$ cat src/rtl/pbus_rr_arbiter.sv
// Round-robin arbiter for the shared AXI-Lite peripheral bus.
// Holds a one-hot grant from address handshake until all responses complete; a watchdog reclaims stalled grants.
module pbus_rr_arbiter #(
  parameter int NUM_MASTERS    = 2,
  parameter int TIMEOUT_CYCLES = 1024,
  parameter int IDX_WIDTH      = $clog2(NUM_MASTERS)
) (
  input  logic                   clock_i,
  input  logic                   reset_ni,
  input  logic [NUM_MASTERS-1:0] req_i,
  output logic [NUM_MASTERS-1:0] gnt_o,
  output logic [IDX_WIDTH-1:0]   gnt_idx_o,
  output logic                   gnt_valid_o,
  input  logic                   aw_hs_i,
  input  logic                   ar_hs_i,
  input  logic                   b_hs_i,
  input  logic                   r_hs_i,
  output logic                   timeout_o,
  output logic [IDX_WIDTH-1:0]   timeout_idx_o
);

  localparam bit WD_EN = (TIMEOUT_CYCLES > 0);
  localparam int WD_WIDTH = WD_EN ? $clog2(TIMEOUT_CYCLES + 1) : 1;
  localparam logic [WD_WIDTH-1:0] WD_LAST = WD_EN ? WD_WIDTH'(TIMEOUT_CYCLES - 1) : '0;
  localparam logic [IDX_WIDTH-1:0] LAST_RESET = IDX_WIDTH'(NUM_MASTERS - 1);

  typedef enum logic [1:0] {
    IDLE,
    GRANT,
    WAIT_RESP
  } state_e;

  state_e                 r_state,      w_stateNext;
  logic                   r_pendB,      w_pendBNext;
  logic                   r_pendR,      w_pendRNext;
  logic [WD_WIDTH-1:0]    r_wdCnt,      w_wdNext;
  logic [NUM_MASTERS-1:0] r_gnt,        w_gntNext;
  logic [IDX_WIDTH-1:0]   r_gntIdx,     w_gntIdxNext;
  logic                   r_gntValid,   w_gntValidNext;
  logic [IDX_WIDTH-1:0]   r_lastIdx,    w_lastNext;
  logic                   r_timeout,    w_timeoutNext;
  logic [IDX_WIDTH-1:0]   r_timeoutIdx, w_timeoutIdxNext;
  logic [IDX_WIDTH-1:0]   w_winner;
  logic                   w_anyHs;
  logic                   w_wdExpire;

  function automatic logic [IDX_WIDTH-1:0] wrapIdx(input logic [IDX_WIDTH-1:0] base, input int offset);
    int sum;
    sum = int'(base) + offset;
    if (sum >= NUM_MASTERS) sum = sum - NUM_MASTERS;
    return IDX_WIDTH'(sum);
  endfunction

  // Scan from the farthest offset down so the nearest requester after last_idx wins.
  always_comb begin
    w_winner = r_lastIdx;
    for (int i = NUM_MASTERS; i >= 1; i--) begin
      if (req_i[wrapIdx(r_lastIdx, i)]) w_winner = wrapIdx(r_lastIdx, i);
    end
  end

  assign w_anyHs    = aw_hs_i | ar_hs_i | b_hs_i | r_hs_i;
  assign w_wdExpire = WD_EN && (r_wdCnt == WD_LAST) && !w_anyHs;

  always_comb begin
    w_stateNext      = r_state;
    w_pendBNext      = r_pendB;
    w_pendRNext      = r_pendR;
    w_wdNext         = r_wdCnt;
    w_gntNext        = r_gnt;
    w_gntIdxNext     = r_gntIdx;
    w_lastNext       = r_lastIdx;
    w_timeoutNext    = 1'b0;
    w_timeoutIdxNext = '0;
    case (r_state)
      IDLE: begin
        if (|req_i) begin
          w_stateNext  = GRANT;
          w_gntNext    = NUM_MASTERS'(1) << w_winner;
          w_gntIdxNext = w_winner;
          w_lastNext   = w_winner;
          w_wdNext     = '0;
        end
      end
      GRANT, WAIT_RESP: begin
        // A new address handshake takes priority over a same-cycle response.
        w_pendBNext = aw_hs_i | (r_pendB & ~b_hs_i);
        w_pendRNext = ar_hs_i | (r_pendR & ~r_hs_i);
        if (w_anyHs || !WD_EN) w_wdNext = '0;
        else                   w_wdNext = r_wdCnt + WD_WIDTH'(1);
        if (w_wdExpire) begin
          w_stateNext      = IDLE;
          w_pendBNext      = 1'b0;
          w_pendRNext      = 1'b0;
          w_wdNext         = '0;
          w_gntNext        = '0;
          w_gntIdxNext     = '0;
          w_timeoutNext    = 1'b1;
          w_timeoutIdxNext = r_gntIdx;
        end else if (r_state == GRANT) begin
          if (aw_hs_i || ar_hs_i) w_stateNext = WAIT_RESP;
        end else if (!w_pendBNext && !w_pendRNext) begin
          w_stateNext  = IDLE;
          w_wdNext     = '0;
          w_gntNext    = '0;
          w_gntIdxNext = '0;
        end
      end
      default: w_stateNext = IDLE;
    endcase
    w_gntValidNext = (w_stateNext != IDLE);
  end

  always_ff @(posedge clock_i or negedge reset_ni) begin
    if (!reset_ni) begin
      r_state      <= IDLE;
      r_pendB      <= 1'b0;
      r_pendR      <= 1'b0;
      r_wdCnt      <= '0;
      r_gnt        <= '0;
      r_gntIdx     <= '0;
      r_gntValid   <= 1'b0;
      r_lastIdx    <= LAST_RESET;
      r_timeout    <= 1'b0;
      r_timeoutIdx <= '0;
    end else begin
      r_state      <= w_stateNext;
      r_pendB      <= w_pendBNext;
      r_pendR      <= w_pendRNext;
      r_wdCnt      <= w_wdNext;
      r_gnt        <= w_gntNext;
      r_gntIdx     <= w_gntIdxNext;
      r_gntValid   <= w_gntValidNext;
      r_lastIdx    <= w_lastNext;
      r_timeout    <= w_timeoutNext;
      r_timeoutIdx <= w_timeoutIdxNext;
    end
  end

  assign gnt_o         = r_gnt;
  assign gnt_idx_o     = r_gntIdx;
  assign gnt_valid_o   = r_gntValid;
  assign timeout_o     = r_timeout;
  assign timeout_idx_o = r_timeoutIdx;

endmodule

$ cat config.mk
export PLATFORM = sky130hd
export DESIGN_NAME = pbus_rr_arbiter
export DESIGN_NICKNAME = d
export VERILOG_FILES = /design/src/rtl/pbus_rr_arbiter.sv
export SDC_FILE = /design/constraint.sdc
export NUM_CORES = 1
export LEC_CHECK = 0
export ABC_AREA = 1
export ABC_CLOCK_PERIOD_IN_PS = 2650
export CORE_MARGIN = 2
export CORE_UTILIZATION = 23
export CTS_BUF_LIST = sky130_fd_sc_hd__clkbuf_8 sky130_fd_sc_hd__clkbuf_16
export DETAILED_ROUTE_END_ITERATION = 6
export MAX_ROUTING_LAYER = met4
export PLACE_DENSITY = 0.36
export SYNTH_ARGS = -nofsm -noshare
export SYNTH_HDL_FRONTEND = slang
export SYNTH_SLANG_ARGS = --single-unit
export TNS_END_PERCENT = 10
$ cat constraint.sdc
create_clock -name clock_i -period 2.65 [get_ports clock_i]
set_clock_uncertainty 0.2 [all_clocks]
set_input_delay 0.6625 -clock clock_i [delete_from_list [all_inputs] [get_ports clock_i]]
set_output_delay 0.6625 -clock clock_i [all_outputs]
set_load 0.02 [all_outputs]
==> out/qor.yml <==
critPathMaxFanout: 4
p_comb_share_pct: 50.2
ys_ff_latch: 21
cpMaxStageDelayCell: "clkdlybuf4s50_1"
clkPwrFrac_pct: 16.7
core_mm2: 0.004786
max_stage_delay_ns: 0.61
overflow: 0
synth-compound-area-share_pct: 8.487
r2r-start: "r_state[0]"
drt_wl_total_mm: 2.466
peakVddDrop_uv: 418.6
grt_start_max_net_pins: 22
first_pass_iters: 4
vias: 986
layout-drive-gt1-share_pct: 7.647
internal-power_w: 0.0007198
grt_pass1_wl_mm: 4.195
dp_hpwl_mm: 1.886
io_buffers: 13
place_congestion: 0.7801
initial_core_util_pct: 24.03
cts_inserted_buffers: 3
ant_nets: 0
power_density_mw_per_mm2: 895.5
outcome: "finished clean"
chipWidth_um: 74.71
setup_viol: 0
synth_area_mm2: 0.001150
cp.arrival_ns: 1.26
worst_pin_slew_ns: 0.3075
rsz0062_at_grt: "false"
drt_iter0_drc: 23
critPathRequiredTime_ns: 1.79
synth_fp_nets: 163
hp-class: "reg2reg"
crit_type: "reg2out"
clockBufferDepth: 2
dpl_cell_area_mm2: 0.001379
ctsHtreeMaxLevel: 1
yosys_warnings: 0
hold_viol: 0
path_buf_inv: 1
grt_pass1_vias: 931
synth_adder_area_share_pct: 4.353
setup_tns_ns: 0
cp-end-kind: "output port"
cts-root-buf: "clkbuf_8"
avgRoutedWirePerCell_um: 10.41
slew_headroom_pct: 79.42
dieArea_mm2: 0.005581
avgSynthCellArea_um2: 7.615
n_antenna_cell: 0
drcViolationCount: 0
synth_top_family_by_area: "simple AND/OR/NAND/NOR gates"
seqPwrFrac_pct: 33.1
cts_sinks: 21
syn_inst: 151
swShare_pct: 43.55
yosys.area_share.simple_pct: 31.01
r2r_setup_slack_ns: 0.58
syn_to_final_growth_pct: 23.83
fin_crit_ns: 2.126
path_cells: "clkdlybuf4s50_1"
crit_family: "buffers and inverters"
leakage_nw: 0.6433
clk_pin_slew_ns: 0.08
antenna_found_initial: 0
clkLatencyLatePin_ns: 0.26
slew_viol_final: 0
avgViaCountPerCell: 4.160
die_y_um: 74.71
grt_usage_pct: 10.19
yosysSeqAreaShare_pct: 45.81
fin_area_mm2: 0.001424
p_switching_w: 0.0005553
hp-start: "r_pendB"
synthMuxAreaShare_pct: 0
post_cts_buffers: 0
finalCritPeriodShare_pct: 80.24
drv_cap: 0
cts_resized: 0
cp-start-kind: "flop"
crit_start: "gnt_o[1]"
synthXorXnorAreaFrac_pct: 3.808
cts_tree: "yes"
nNetsFinal: 183
synth_top_area_share_pct: 43.53
fmax_ghz: 0.4703
synth_top_area_cell: "dfrtp_1"
cts_hold_buffers: 0
pin_count: 14
synth.distinct_cells: 22
synth_area_leaders: "dfrtp_1 44%, nand2_1 14%, nor2_1 8.8%, inv_1 5.2%, ha_1 4.4%"
rows: 25
-- per-layer routing --
metal | vias to the layer above | GRT usage [%] | part of all wire [%]
met5 | - | - | 0
li1 | 511 | - | -
met2 | 16 | 15.04 | 43
met1 | 457 | 13.67 | 53
met4 | 0 | 2.976 | 0.89
met3 | 2 | 2.811 | 3.1
-- cells in the mapped netlist --
master / n
xor2_1: 4
nand3b_1: 1
o21ai_4: 1
nor2_1: 27
buf_4: 1
nor3b_1: 1
ha_1: 4
o21ai_0: 8
dfstp_2: 1
nand2_1: 44
nor2_2: 2
o21ai_1: 2
dfrtp_1: 20
nand4_1: 1
a21oi_1: 2
o21bai_1: 2
o22ai_1: 1
nor2_4: 1
nand3_1: 9
inv_1: 16
inv_2: 2
xnor2_1: 1
-- path summary, 6_finish.rpt --
check | endpoint | cells past startpoint
hold / removal | r_pendB | 2
hold reg to reg | r_pendB | 2
setup reg to reg | r_wdCnt[10] | 9
min in group asynchronous | gnt_o[1] | 2
setup / recovery | gnt_o[1] | 1
max in group asynchronous | r_lastIdx | 2
-- power by group through the flow --
stage                     sequential (W)  combinational, W  clock, W
after floorplan                 0.000447          0.000439         0
after global placement          0.000427          0.000657         0
after detailed placement        0.000429          0.000648         0
after CTS                       0.000422          0.000650  0.000224
after global routing            0.000429          0.000721  0.000235
final                           0.000422          0.000640  0.000213
-- through the flow --
step           setup WS [ns]  power [W]  instances  hold WS [ns]  util (%)
4_1_cts               0.4982   0.001296        237        0.3051     29.75
2_1_floorplan         0.8638  0.0008863        151        0.1669         -
6_report              0.5236   0.001275        237        0.3014     29.75
3_3_place_gp          0.3471   0.001084        233        0.2702     28.81
5_1_grt               0.3904   0.001386        237        0.3281     29.75
3_5_place_dp          0.2927   0.001076        233        0.2821     28.81
-- state kept, by name (all words and copies together), names as in the netlist --
register and count:
gnt_o 2, gnt_valid_o 1, r_lastIdx 1, r_pendB 1, r_pendR 1, r_state 2, r_wdCnt 11, timeout_idx_o 1
timeout_o 1
-- cells in the final DEF, fill, tap and decap left out, types with 2 or more instances in the layout --
cell type and instances:
nor2_2 2, nand3_1 9, a21oi_1 2, inv_2 2, o21ai_1 2, dfrtp_1 20
xor2_1 4, clkdlybuf4s50_1 13, inv_1 17, o21bai_1 2, nand2_1 44, nor2_1 27
buf_4 3, o21ai_0 8, ha_1 4, clkbuf_8 3
-- kinds of logic (layout without fill, tap and decap cells) --
| logic type | Yosys count | after routing |
|---|---|---|
| simple gates | 86 | 86 |
| flops | 21 | 21 |
| buf+inv | 19 | 38 |
| compound gates | 16 | 16 |
| xor+xnor | 5 | 5 |
| fa+ha+maj | 4 | 4 |
-- area by class of cell --
class	count	area, µm²
Clock buffer	3	41.29
Clock inverter	1	3.754
Fill cell	503	3362
Inverter	18	67.56
Multi-Input combinational cell	111	548.0
Sequential cell	21	526.8
Tap cell	67	83.83
Timing Repair Buffer	16	152.6
(Power assumes the default switching activity.)
